## config.mk

```make
export PLATFORM = sky130hd
export DESIGN_NAME = timer_controller_flat
export DESIGN_NICKNAME = d
export VERILOG_FILES = /design/src/rtl/timer_ctrl_if.sv /design/src/rtl/timer_controller.sv /design/src/flat_wrapper.sv
export SDC_FILE = /design/constraint.sdc
export NUM_CORES = 1
export LEC_CHECK = 0
export ABC_AREA = 1
export CAP_MARGIN = 25
export CORE_MARGIN = 2
export CORE_UTILIZATION = 40
export DETAILED_ROUTE_END_ITERATION = 10
export PLACE_DENSITY = 0.78
export SETUP_SLACK_MARGIN = 0.3
export SLEW_MARGIN = 20
export SYNTH_ARGS = -nofsm -noshare
export SYNTH_HDL_FRONTEND = slang
export SYNTH_SLANG_ARGS = --single-unit
```

## constraint.sdc

```tcl
create_clock -name clock -period 1.15 [get_ports clock]
set_input_delay 0.115 -clock clock [delete_from_list [all_inputs] [get_ports clock]]
set_output_delay 0.115 -clock clock [all_outputs]
set_load 0.01 [all_outputs]
```

## src/rtl/timer_ctrl_if.sv

```systemverilog
// Control/timer handshake bundle between top-level control, the phase sequencer and its timer.
// Pure wiring, no latency; the sequencer's only backpressure is the timer's sticky done.
// master = control/timer side, slave = sequencer side.
interface timer_ctrl_if #(
    parameter int PHASE_W = 2
);
    logic               start;
    logic               abort;
    logic               timer_done;
    logic               timer_enable;
    logic               timer_clear;
    logic [PHASE_W-1:0] phase;
    logic               phase_start;
    logic               busy;
    logic               seq_done;
    logic               aborted;

    modport master (
        output start, abort, timer_done,
        input  timer_enable, timer_clear, phase, phase_start, busy, seq_done, aborted
    );

    modport slave (
        input  start, abort, timer_done,
        output timer_enable, timer_clear, phase, phase_start, busy, seq_done, aborted
    );
endinterface

```

## src/rtl/timer_controller.sv

```systemverilog
// Steps through NUM_PHASES timed phases, each one clear/enable/done cycle of an external timer.
// Latency: start -> CLEAR next cycle, enable the cycle after; done -> next enable 3 cycles later.
// Backpressure: each phase waits on timer_done; abort preempts everything, start ignored while busy.
module timer_controller #(
    parameter int NUM_PHASES = 4,
    parameter int PHASE_W    = 2,
    parameter bit LOOP       = 1'b0
) (
    input  logic         clock,
    input  logic         reset,
    timer_ctrl_if.slave  ctl
);

    localparam logic [PHASE_W-1:0] LAST_PHASE = PHASE_W'(NUM_PHASES - 1);

    if (NUM_PHASES < 2 || PHASE_W < $clog2(NUM_PHASES)) begin : g_param_check
        $error("timer_controller: NUM_PHASES must be >= 2 and fit in PHASE_W bits");
    end

    typedef enum logic [2:0] {
        S_IDLE    = 3'd0,
        S_CLEAR   = 3'd1,
        S_RUN     = 3'd2,
        S_ADVANCE = 3'd3,
        S_FINISH  = 3'd4,
        S_ABORT   = 3'd5
    } state_t;

    state_t             state_q;
    state_t             state_nxt;
    logic [PHASE_W-1:0] phase_q;
    logic [PHASE_W-1:0] phase_nxt;

    logic timer_enable_q;
    logic timer_clear_q;
    logic phase_start_q;
    logic busy_q;
    logic seq_done_q;
    logic aborted_q;

    always_comb begin
        state_nxt = state_q;
        phase_nxt = phase_q;
        case (state_q)
            S_IDLE: begin
                // abort wins over start here and produces no aborted pulse
                if (ctl.start && !ctl.abort) begin
                    state_nxt = S_CLEAR;
                    phase_nxt = '0;
                end
            end
            S_CLEAR: begin
                state_nxt = ctl.abort ? S_ABORT : S_RUN;
            end
            S_RUN: begin
                if (ctl.abort) begin
                    state_nxt = S_ABORT;
                end else if (ctl.timer_done) begin
                    state_nxt = S_ADVANCE;
                end
            end
            S_ADVANCE: begin
                if (ctl.abort) begin
                    state_nxt = S_ABORT;
                end else if (phase_q != LAST_PHASE) begin
                    state_nxt = S_CLEAR;
                    phase_nxt = phase_q + PHASE_W'(1);
                end else if (LOOP) begin
                    state_nxt = S_CLEAR;
                    phase_nxt = '0;
                end else begin
                    state_nxt = S_FINISH;
                end
            end
            S_FINISH: begin
                state_nxt = ctl.abort ? S_ABORT : S_IDLE;
            end
            S_ABORT: begin
                state_nxt = S_IDLE;
            end
            default: begin
                state_nxt = S_IDLE;
                phase_nxt = '0;
            end
        endcase
        // phase reads 0 during the ABORT cycle itself
        if (state_nxt == S_ABORT) begin
            phase_nxt = '0;
        end
    end

    // Outputs are registered from the next state so they line up with state_q without any
    // input-to-output combinational path.
    always_ff @(posedge clock or posedge reset) begin
        if (reset) begin
            state_q        <= S_IDLE;
            phase_q        <= '0;
            timer_enable_q <= 1'b0;
            timer_clear_q  <= 1'b0;
            phase_start_q  <= 1'b0;
            busy_q         <= 1'b0;
            seq_done_q     <= 1'b0;
            aborted_q      <= 1'b0;
        end else begin
            state_q        <= state_nxt;
            phase_q        <= phase_nxt;
            timer_enable_q <= (state_nxt == S_RUN);
            timer_clear_q  <= (state_nxt == S_CLEAR) || (state_nxt == S_FINISH) ||
                              (state_nxt == S_ABORT);
            phase_start_q  <= (state_nxt == S_CLEAR);
            busy_q         <= (state_nxt != S_IDLE);
            seq_done_q     <= (state_nxt == S_FINISH) ||
                              (LOOP && (state_nxt == S_ADVANCE) && (phase_nxt == LAST_PHASE));
            aborted_q      <= (state_nxt == S_ABORT);
        end
    end

    assign ctl.timer_enable = timer_enable_q;
    assign ctl.timer_clear  = timer_clear_q;
    assign ctl.phase        = phase_q;
    assign ctl.phase_start  = phase_start_q;
    assign ctl.busy         = busy_q;
    assign ctl.seq_done     = seq_done_q;
    assign ctl.aborted      = aborted_q;

endmodule
```

## src/flat_wrapper.sv

```systemverilog
// flat-port wrapper written by rule: the top's interface ports become plain ports
module timer_controller_flat 
#(
    parameter int NUM_PHASES = 4,
    parameter int PHASE_W    = 2,
    parameter bit LOOP       = 1'b0
)
  (clock, reset, ctl_start, ctl_abort, ctl_timer_done, ctl_timer_enable, ctl_timer_clear, ctl_phase, ctl_phase_start, ctl_busy, ctl_seq_done, ctl_aborted);
  timer_ctrl_if #(.PHASE_W(PHASE_W)) ctl_i ();
  input  logic clock;
  input  logic reset;
  input wire logic [$bits(ctl_i.start)-1:0] ctl_start;
  input wire logic [$bits(ctl_i.abort)-1:0] ctl_abort;
  input wire logic [$bits(ctl_i.timer_done)-1:0] ctl_timer_done;
  output wire logic [$bits(ctl_i.timer_enable)-1:0] ctl_timer_enable;
  output wire logic [$bits(ctl_i.timer_clear)-1:0] ctl_timer_clear;
  output wire logic [$bits(ctl_i.phase)-1:0] ctl_phase;
  output wire logic [$bits(ctl_i.phase_start)-1:0] ctl_phase_start;
  output wire logic [$bits(ctl_i.busy)-1:0] ctl_busy;
  output wire logic [$bits(ctl_i.seq_done)-1:0] ctl_seq_done;
  output wire logic [$bits(ctl_i.aborted)-1:0] ctl_aborted;
  assign ctl_i.start = ctl_start;
  assign ctl_i.abort = ctl_abort;
  assign ctl_i.timer_done = ctl_timer_done;
  assign ctl_timer_enable = ctl_i.timer_enable;
  assign ctl_timer_clear = ctl_i.timer_clear;
  assign ctl_phase = ctl_i.phase;
  assign ctl_phase_start = ctl_i.phase_start;
  assign ctl_busy = ctl_i.busy;
  assign ctl_seq_done = ctl_i.seq_done;
  assign ctl_aborted = ctl_i.aborted;
  timer_controller #(.NUM_PHASES(NUM_PHASES), .PHASE_W(PHASE_W), .LOOP(LOOP)) u_core (.clock(clock), .reset(reset), .ctl(ctl_i));
endmodule
```

# After elaboration in Yosys (flattened, before gate mapping)

Cells that the tools add are included.

Bits in registers: 11
Word-level logic and storage cells: 44
Input port bits: 5
Output and inout bits: 8

Add/sub/neg operators: 1
Mux-type cells: 13
Equal/unequal tests: 14
Reductions and logical operators: 8

Operators with widths:

| cell                                          | count |
|---|---|
| two-way mux 3 bit                             | 7 |
| case mux 3 bit (5 select lines)               | 1 |
| == test 3 bit, second input constant          | 4 |
| == test 3 x 2 -> 1 bit, second input constant | 3 |
| two-way mux 2 bit                             | 4 |
| == test 3 x 1 -> 1 bit, second input constant | 2 |
| != test 3 x 1 -> 1 bit, second input constant | 2 |
| case mux 2 bit (3 select lines)               | 1 |
| AND reduction 4 bit                           | 1 |
| OR reduction 4 bit                            | 1 |
| zero test 3 bit                               | 1 |
| != test 3 x 2 -> 1 bit, second input constant | 1 |
| nonzero test 3 bit                            | 1 |
| adder 2 x 1 -> 2 bit, second input constant   | 1 |
| logical OR 1 bit                              | 2 |
| != test 2 x 1 -> 1 bit, second input constant | 1 |
| != test 2 bit, second input constant          | 1 |
| logical AND 1 bit                             | 1 |
| zero test 1 bit                               | 1 |

# Logic depth before layout (Yosys ltp)

Gate-level depths: netlist (run 1).

Word-level depth: 7
Mapped depth: 9
Gate-level depth less buffers: 9

# Worst setup path before layout (run 1)

No wires, ideal clock.

Kind: register to register
Start: register u_core.phase_q[0], in the netlist u_core.ctl.phase[0]
End: register u_core.phase_q[0], in the netlist u_core.ctl.phase[0]
Data arrival time: 1.196 ns
Clock period less this slack: 1.313 ns
Buffers on the path: 0
Stages on the path, launching flop included: 10
Path slack: -0.163 ns
Required time: 1.032 ns
Library setup time: 0.118 ns
Cells stage by stage: dfrtp_1 -> ha_1 -> inv_1 -> nor2_1 -> nor2_1 -> nor2_2 -> nand3_4 -> nand3_2 -> nand3_1 -> nand2_1

Longest elaborated chain between the ends: 7
Elaborated cells on any way between the ends: 15
Those cells by class: 1 x add/sub; 6 x eq/ne; 7 x mux; 1 x reduce/logical

RTL lines:

| what                                                     | RTL line                | text |
|---|---|---|
| from (decl)                                              | timer_controller.sv:31  | `logic [PHASE_W-1:0] phase_q;` |
| from (signal assigned)                                   | timer_controller.sv:106 | `phase_q <= phase_nxt;` |
| != test 2 bit *                                          | timer_controller.sv:65  | `end else if (phase_q != LAST_PHASE) begin` |
| two-way mux 3 bit *                                      | timer_controller.sv:65  |  |
| two-way mux 3 bit *                                      | timer_controller.sv:63  | `if (ctl.abort) begin` |
| case mux 3 bit (5 select lines) *                        | timer_controller.sv:44  | `case (state_q)` |
| via u_core.state_nxt[0]                                  | timer_controller.sv:30  | `state_t state_nxt;` |
| == test 3 bit *                                          | timer_controller.sv:87  | `if (state_nxt == S_ABORT) begin` |
| != test 3 x 1 -> 1 bit (no line) (tied with other cells) | -                       |  |
| AND reduction 4 bit (no line)                            | -                       |  |

The timed path passes the listed nets; every way through them passes the cells marked *. The select of a mux whose other input is x is not followed.
A chain may end at the register's enable or synchronous reset.

# Worst setup path in the final report (run 1)

Start: register u_core.state_q[1]
End: register u_core.phase_q[0], in the netlist u_core.ctl.phase[0]

Elaborated cells on any way between the ends: 19
Those cells by class: 10 x eq/ne; 6 x mux; 3 x reduce/logical

RTL lines:

| what                                                     | RTL line                | text |
|---|---|---|
| from (decl)                                              | timer_controller.sv:29  | `state_t state_q;` |
| from (signal assigned)                                   | timer_controller.sv:105 | `state_q <= state_nxt;` |
| == test 3 bit (tied with other cells)                    | timer_controller.sv:44  |  |
| case mux 3 bit (5 select lines) *                        | timer_controller.sv:44  |  |
| via u_core.state_nxt[2]                                  | timer_controller.sv:30  |  |
| == test 3 bit *                                          | timer_controller.sv:87  |  |
| != test 3 x 1 -> 1 bit (no line) (tied with other cells) | -                       |  |
| AND reduction 4 bit (no line)                            | -                       |  |

The timed path passes the listed nets; every way through them passes the cells marked *.

==> impl_results.md, run 1 <==
* Outcome: finished with violations
* Failing checks: negative setup slack
* Total CTS buffers at 3
* Mapped Nets at 76
* Wirelength per Cell at around 11 um
* Post-synth cell types at 14
* Non-Filler Instances at between 100 and 150
* Placer Congestion at approximately 0.76
* Leading post-synthesis cells by instance count: 13 x inv_1, 12 x nand2_1, 12 x nor2_1, 11 x dfrtp_1, 9 x nand3_1
* P_leak at between 0.4 and 0.5 nW
* Final worst path period need at 1307 ps
* Relative slew slack at between 70% and 80%
* Slowest-stage cell, CP: dfrtp_2
* N_diodes at 0
* Vias per std cell at 4.712
* Least-Margin Pin Slew at between 300 and 400 ps
* Final setup viols at 9
* Max Clock Skew at 5.526 ps
* Hold Fails Final Rpt at 0
* # port buffers at 12
* Critical path class: reg2reg
* Clk sinks at 11
* Final net count at ~100
* First-pass GRT wire length at slightly above 2000 um
* Logic pwr share at between 50% and 60%
* CP max stage delay at 460 ps
* R2R setup slack at -160 ps
* I/O pin total at 13
* Cell count after synthesis at 70
* CP cell instances: nor2_2 -> inv_1 -> nand2_2 -> nand2_1 -> nand3_2 -> nand3_4 -> nand3_2 -> nand2_1
* Fin crit share at 113.6%
* Max cap viols at 0
* Max FO, Critical Path at 5
* Die area at roughly 1800 sq um
* Vias in the first global route at 519
* Largest net degree at the start of global routing at 12
* DR iter-0 viols at 9
* Sw Pwr at roughly 0.0009 W
* CP endpoint kind: register
* CTS root buf: clkbuf_4
* Seq cells post-synth at 11
* GRT Residual Overflow at 0
* Net Sw Frac at ~43%
* Area Growth Syn to Fin at 50.87%
* Synth warn at 0
* Flop pwr share at 29.8%
* Most common cell in the netlist: inv_1
* Num rows at 13
* RSZ-0062 raised after global routing: true
* Mean Syn Cell Area at 8.186 sq um
* Core footprint at around 1300 sq um
* Yosys top cell area share at between 40% and 50%
* Max Root-Sink Buffers at 2
* CTS Hold Bufs at 0
* Synth Flop Type: dfrtp_1
* Hold WC Path Type: in2async
* VDD IR max at between 1 and 1.5 mV
* Via count at 523
* Min Hold Slack at 133.4 ps
* DRT Wirelength at about 1200 um
* Initial antenna violation count at 0
* Sequential area share after synthesis at about half
* Dpl hpwl at 878.3 um
* Placed Cells incl. Taps at about 110
* Data required, critical path at between 1000 and 1500 ps
* Routed Antenna Nets at 0
* CP arrival at between 1000 and 1500 ps
* Die Span Y at around 42 um
* DRC at 0
* Post-place setup slack at -368.2 ps
* Fin. max-slew vios at 0
* H-tree levels at 1
* Achievable frequency at approximately 770 MHz
* Number of synthesized flops with an enable pin at 0
* Clock group share of total power at about an eighth
* DRT Pass-1 Iters at 4
* Final worst slack at -156.8 ps
* Top post-synthesis cells by area: dfrtp_1 48%, inv_1 8.5%, nand3_1 7.9%
* Die width at between 40 and 50 um
* Post-Syn Area at 573.1 sq um
* Pwr Density at 2372 nW/um^2
* Cell taking the most area after synthesis: dfrtp_1
* Synth async-reset ratio at 100.0%
* FILL cells at 104
* Tot GR Track Use at between 15 and 20%
* Share of post-route cells with drive strength above 1 at a little under half
* Clock latency on the worst-skew pair at 260 ps
* Int Power at 0.001172 W
* CP startpoint kind: register
* Clk slew on worst S/H paths at 70 ps
* CTS tree: yes
* Setup Total Neg Slack at -961.4 ps
* Initial core utilization at between 40 and 50%
-- area by class of cell --
type	count	area, sq um	area share (%)
multi-input cells	45	312.8	36.18
flip-flops and latches	11	276.5	31.98
repair buffers	22	177.7	20.55
inverters	14	52.55	6.078
clock buffers	4	26.28	3.039
well taps	15	18.77	2.171
-- sequential cells by signal, summed over array words and instances (netlist names) --
name and count:
u_core.state_q 3, u_core.ctl.aborted 1, u_core.ctl.phase_start 1, u_core.ctl.seq_done 1, u_core.ctl.busy 1, u_core.ctl.timer_enable 1
u_core.ctl.timer_clear 1, u_core.ctl.phase 2
-- cells in the final DEF, fill, tap and decap left out, types with 2 or more instances in the layout --
| cell | n |
|---|---|
| nand3_4 | 4 |
| inv_2 | 4 |
| clkdlybuf4s50_1 | 3 |
| nor2_4 | 2 |
| nand2_2 | 2 |
| nand3_2 | 4 |
| buf_2 | 6 |
| nor2_1 | 9 |
| buf_4 | 7 |
| buf_6 | 5 |
| nand3_1 | 5 |
| nand2_1 | 10 |
| dfrtp_1 | 10 |
| clkbuf_4 | 3 |
| nor2_2 | 4 |
| inv_1 | 10 |
-- cells by family after synthesis --
logic type	count (synthesis)	synth area share, %
AO/OA/AOI/OAI	2	1.745
buffers and inverters	14	9.170
adder cells (fa/ha/maj)	1	2.183
AND/OR/NAND/NOR	42	38.86
flip-flops	11	48.03
-- worst paths after layout --
path / cells past startpoint / from / to
setup / recovery: 8 / u_core.state_q[1] / u_core.ctl.phase[0]
hold / removal: 2 / reset / u_core.ctl.aborted
setup reg to reg: 8 / u_core.state_q[1] / u_core.ctl.phase[0]
hold reg to reg: 3 / u_core.ctl.phase[1] / u_core.ctl.phase[1]
max in group asynchronous: 2 / reset / u_core.state_q[1]
min in group clock: 3 / ctl_abort / u_core.state_q[2]
-- per-stage QoR --
stage	util (%)	total power (W)	cell area (sq um)
6_report	65.62	0.002051	864.6
5_1_grt	65.62	0.002212	864.6
4_1_cts	64.10	0.002018	844.6
3_5_place_dp	59.73	0.001672	787.0
3_3_place_gp	59.73	0.001646	787.0
2_1_floorplan	-	0.001232	588.1
-- critical path: cells and delay by family (launching register included) --
kind          cells  cell delay [ps]
buf+inv           1               80
flops             1              460
simple gates      7              670
-- power groups by stage --
stage	Clock, W	Sequential, W	Combinational, W
6_report	0.000248	0.000611	0.00119
4_1_cts	0.000258	0.000609	0.00115
3_3_place_gp	0	0.000613	0.00103
2_1_floorplan	0	0.000664	0.000568
3_5_place_dp	0	0.000615	0.00106
5_1_grt	0.000279	0.000626	0.00131
-- what timing repair did --
action                     in CTS  in global routing
resized for setup              48                  6
setup buffers                   2                  0
setup endpoints to repair      19                 19
gates cloned                    0                  0
hold endpoints to repair        0                  0
pin swaps                       2                  3
-- layer usage --
metal  global-route usage, %  vias up  share of wire (%)
met5                       0        -                  0
li1                        -      273                  -
met2                   24.69       10                 49
met3                   1.304        2                4.0
met4                   9.677        0                1.8
met1                   18.89      238                 45
No activity file was read; power rests on OpenSTA's default activity.
==> run 2: changes to the inputs <==
--- a/config.mk
+++ b/config.mk
@@ -12,7 +12,7 @@
 export DETAILED_ROUTE_END_ITERATION = 10
 export PLACE_DENSITY = 0.78
 export SETUP_SLACK_MARGIN = 0.3
-export SLEW_MARGIN = 20
+export SLEW_MARGIN = 0
 export SYNTH_ARGS = -nofsm -noshare
 export SYNTH_HDL_FRONTEND = slang
 export SYNTH_SLANG_ARGS = --single-unit
==> constraint.sdc (replaced) <==
create_clock -name clock -period 1.15 [get_ports clock]
set_input_delay 0.2875 -clock clock [delete_from_list [all_inputs] [get_ports clock]]
set_output_delay 0.2875 -clock clock [all_outputs]
set_load 0.01 [all_outputs]
==> impl_results.md, run 2 (synthesis gave the netlist of run 1 again) <==
* Die width at 41.85 um (unchanged)
* Initial core utilization at 43.49% (unchanged)
* Util after Layout at 71.13% (was 65.62%)
* CP max stage delay at 380 ps (was 460 ps)
* DRT Pass-1 Iters at 3 (was 4)
* Leading cell type in the layout, fill and taps excluded: buf_4
* Num rows at 13 (unchanged)
* Data required, critical path at 1360 ps (was 1310 ps)
* Outcome: finished with violations (unchanged)
* Final worst path period need at 1346 ps (was 1307 ps)
* Die area at 1751 sq um (unchanged)
* Max cap viols at 0 (unchanged)
* Vias in the first global route at 524 (was 519)
* # port buffers at 12 (unchanged)
* Design Area, Final at 937.1 sq um (was 864.6 sq um)
* CTS Hold Bufs at 0 (unchanged)
* Relative slew slack at 73.02% (was 73.40%)
* Int Power at 0.001271 W (was 0.001172 W)
* P_leak at 0.4987 nW (was 0.4624 nW)
* DP Area at 787.0 sq um (unchanged)
* Pwr Density at 2399 nW/um^2 (was 2372 nW/um^2)
* Routed Antenna Nets at 0 (unchanged)
* GRT Residual Overflow at 0 (unchanged)
* Final worst slack at -196.5 ps (was -156.8 ps)
* Tot GR Track Use at 17.67% (was 15.07%)
* N_diodes at 0 (unchanged)
* Fin. max-slew vios at 0 (unchanged)
* Critical path class: reg2reg (unchanged)
* Most frequent cells in the layout: 14 x buf_4, 11 x nand2_1, 9 x dfrtp_1 (was 10 x inv_1, 10 x nand2_1, 10 x dfrtp_1, 9 x nor2_1, 7 x buf_4)
* CTS tree: yes (unchanged)
* H-tree levels at 1 (unchanged)
* Slowest-stage cell, CP: dfrtp_1 (was dfrtp_2)
* DRC at 0 (unchanged)
* Fin crit share at 117.1% (was 113.6%)
* Die Span Y at 41.85 um (unchanged)
* CP cell instances: ha_2 -> inv_2 -> nor2_1 -> nor2_1 -> nor2_2 -> nand3_4 -> nand3_4 -> nand3_2 -> nand2_1 (was nor2_2 -> inv_1 -> nand2_2 -> nand2_1 -> nand3_2 -> nand3_4 -> nand3_2 -> nand2_1)
* Logic pwr share at 60.0% (was 58.1%)
* Placer Congestion at 0.7785 (was 0.7613)
* Max Clock Skew at 3.012 ps (was 5.526 ps)
* Sw Pwr at 0.0009776 W (was 0.0008792 W)
* FILL cells at 94 (was 104)
* Least-Margin Pin Slew at 404.2 ps (was 398.6 ps)
* Net Sw Frac at 43.48% (was 42.87%)
* Hold Fails Final Rpt at 0 (unchanged)
* Core footprint at 1318 sq um (unchanged)
* Failing checks: negative setup slack (unchanged)
* Final net count at 110 (was 103)
* Achievable frequency at 742.7 MHz (was 765.2 MHz)
* Wirelength per Cell at 12.05 um (was 10.65 um)
* Clk sinks at 11 (unchanged)
* CP arrival at 1560 ps (was 1460 ps)
* Initial antenna violation count at 0 (unchanged)
* CP startpoint kind: register (unchanged)
* CTS root buf: clkbuf_4 (unchanged)
* Area Growth Syn to Fin at 63.54% (was 50.87%)
* Clock latency on the worst-skew pair at 270 ps (was 260 ps)
* Final setup viols at 12 (was 9)
* Clk slew on worst S/H paths at 70 ps (about the same)
* Max FO, Critical Path at 5 (unchanged)
* DR iter-0 viols at 7 (was 9)
* Vias per std cell at 4.729 (was 4.712)
* RSZ-0062 raised after global routing: true (unchanged)
* Min Hold Slack at 293.8 ps (was 133.4 ps)
* Total CTS buffers at 3 (unchanged)
* Max Root-Sink Buffers at 2 (unchanged)
* Share of post-route cells with drive strength above 1 at 56.31% (was 45.83%)
* Setup Total Neg Slack at -1649 ps (was -961.4 ps)
* Via count at 558 (was 523)
* CP endpoint kind: register (unchanged)
* Clock group share of total power at 11.7% (was 12.1%)
* I/O pin total at 13 (unchanged)
* First-pass GRT wire length at 2297 um (was 2028 um)
* Largest net degree at the start of global routing at 12 (unchanged)
* VDD IR max at 1.635 mV (was 1.355 mV)
* Max reg flops at 3 (unchanged)
* Flop pwr share at 28.3% (was 29.8%)
* Post-place setup slack at -537.8 ps (was -368.2 ps)
* Dpl hpwl at 895.8 um (was 878.3 um)
* Most flops, register: u_core.state_q (unchanged)
* DRT Wirelength at 1422 um (was 1182 um)
* Hold WC Path Type: in2async (unchanged)
## run 2: cell types whose count changed in the layout (fill, tap and decap cells not counted), moves of 2 or more
cell,delta
inv_2,+2
inv_1,-2
nand3_1,-4
nand3_2,+4
buf_4,+7
## run 2: routing by layer
metal	vias up	track usage [%]	wire, um
met5	-	0	0
met4	0	10.32	43
met3	5	3.913	75
met2	15	30.63	696
met1	254	19.56	607
li1	284	-	-
## run 2: worst paths after layout
path	end	cells after the start	slack [ps]	startpoint
min reg2reg	u_core.ctl.phase[1]	4	750	u_core.ctl.phase[1]
max in group asynchronous	u_core.state_q[0]	2	550	reset
min	u_core.ctl.phase_start	2	290	reset
min in group clock	u_core.state_q[2]	4	740	ctl_abort
max	u_core.ctl.phase[1]	9	-200	u_core.ctl.phase[1]
max reg2reg	u_core.ctl.phase[1]	9	-200	u_core.ctl.phase[1]
## run 2: critical path: cells and delay by family (launching register included)
kind	cells	cell delay (ps)
flops	1	380
simple gates	7	670
fa+ha+maj	1	200
buf+inv	1	40
## run 2: what timing repair did
| action | in CTS | in global routing |
|---|---|---|
| buffers inserted | 4 | 5 |
| endpoints found under the hold margin | 0 | 0 |
| resized for setup | 51 | 9 |
| endpoints found under the setup margin | 19 | 19 |
| pin swaps | 3 | 11 |
## run 2: power by group through the flow
stage / logic [W] / registers [W] / clock network, W
6_report: 0.00135 / 0.000635 / 0.000264
5_1_grt: 0.00147 / 0.000652 / 0.000292
4_1_cts: 0.00119 / 0.000622 / 0.000269
3_5_place_dp: 0.00105 / 0.000616 / 0
3_3_place_gp: 0.00103 / 0.000614 / 0
2_1_floorplan: 0.000568 / 0.000664 / 0
## run 2: cell type report
type                            instances  area, sq um  share of cell area (%)
Tap cell                               15        18.77                   2.003
Timing Repair Buffer                   29        224.0                   23.90
Sequential cell                        11        277.8                   29.64
Clock buffer                            4        26.28                   2.804
Multi-Input combinational cell         45        337.8                   36.05
Inverter                               14        52.55                   5.607
## run 2: per-stage QoR
stage	std cells	power, W
finish	118	0.002248
global route	118	0.002418
CTS	113	0.002084
detailed placement	105	0.001670
global placement	105	0.001646
floorplan	70	0.001232
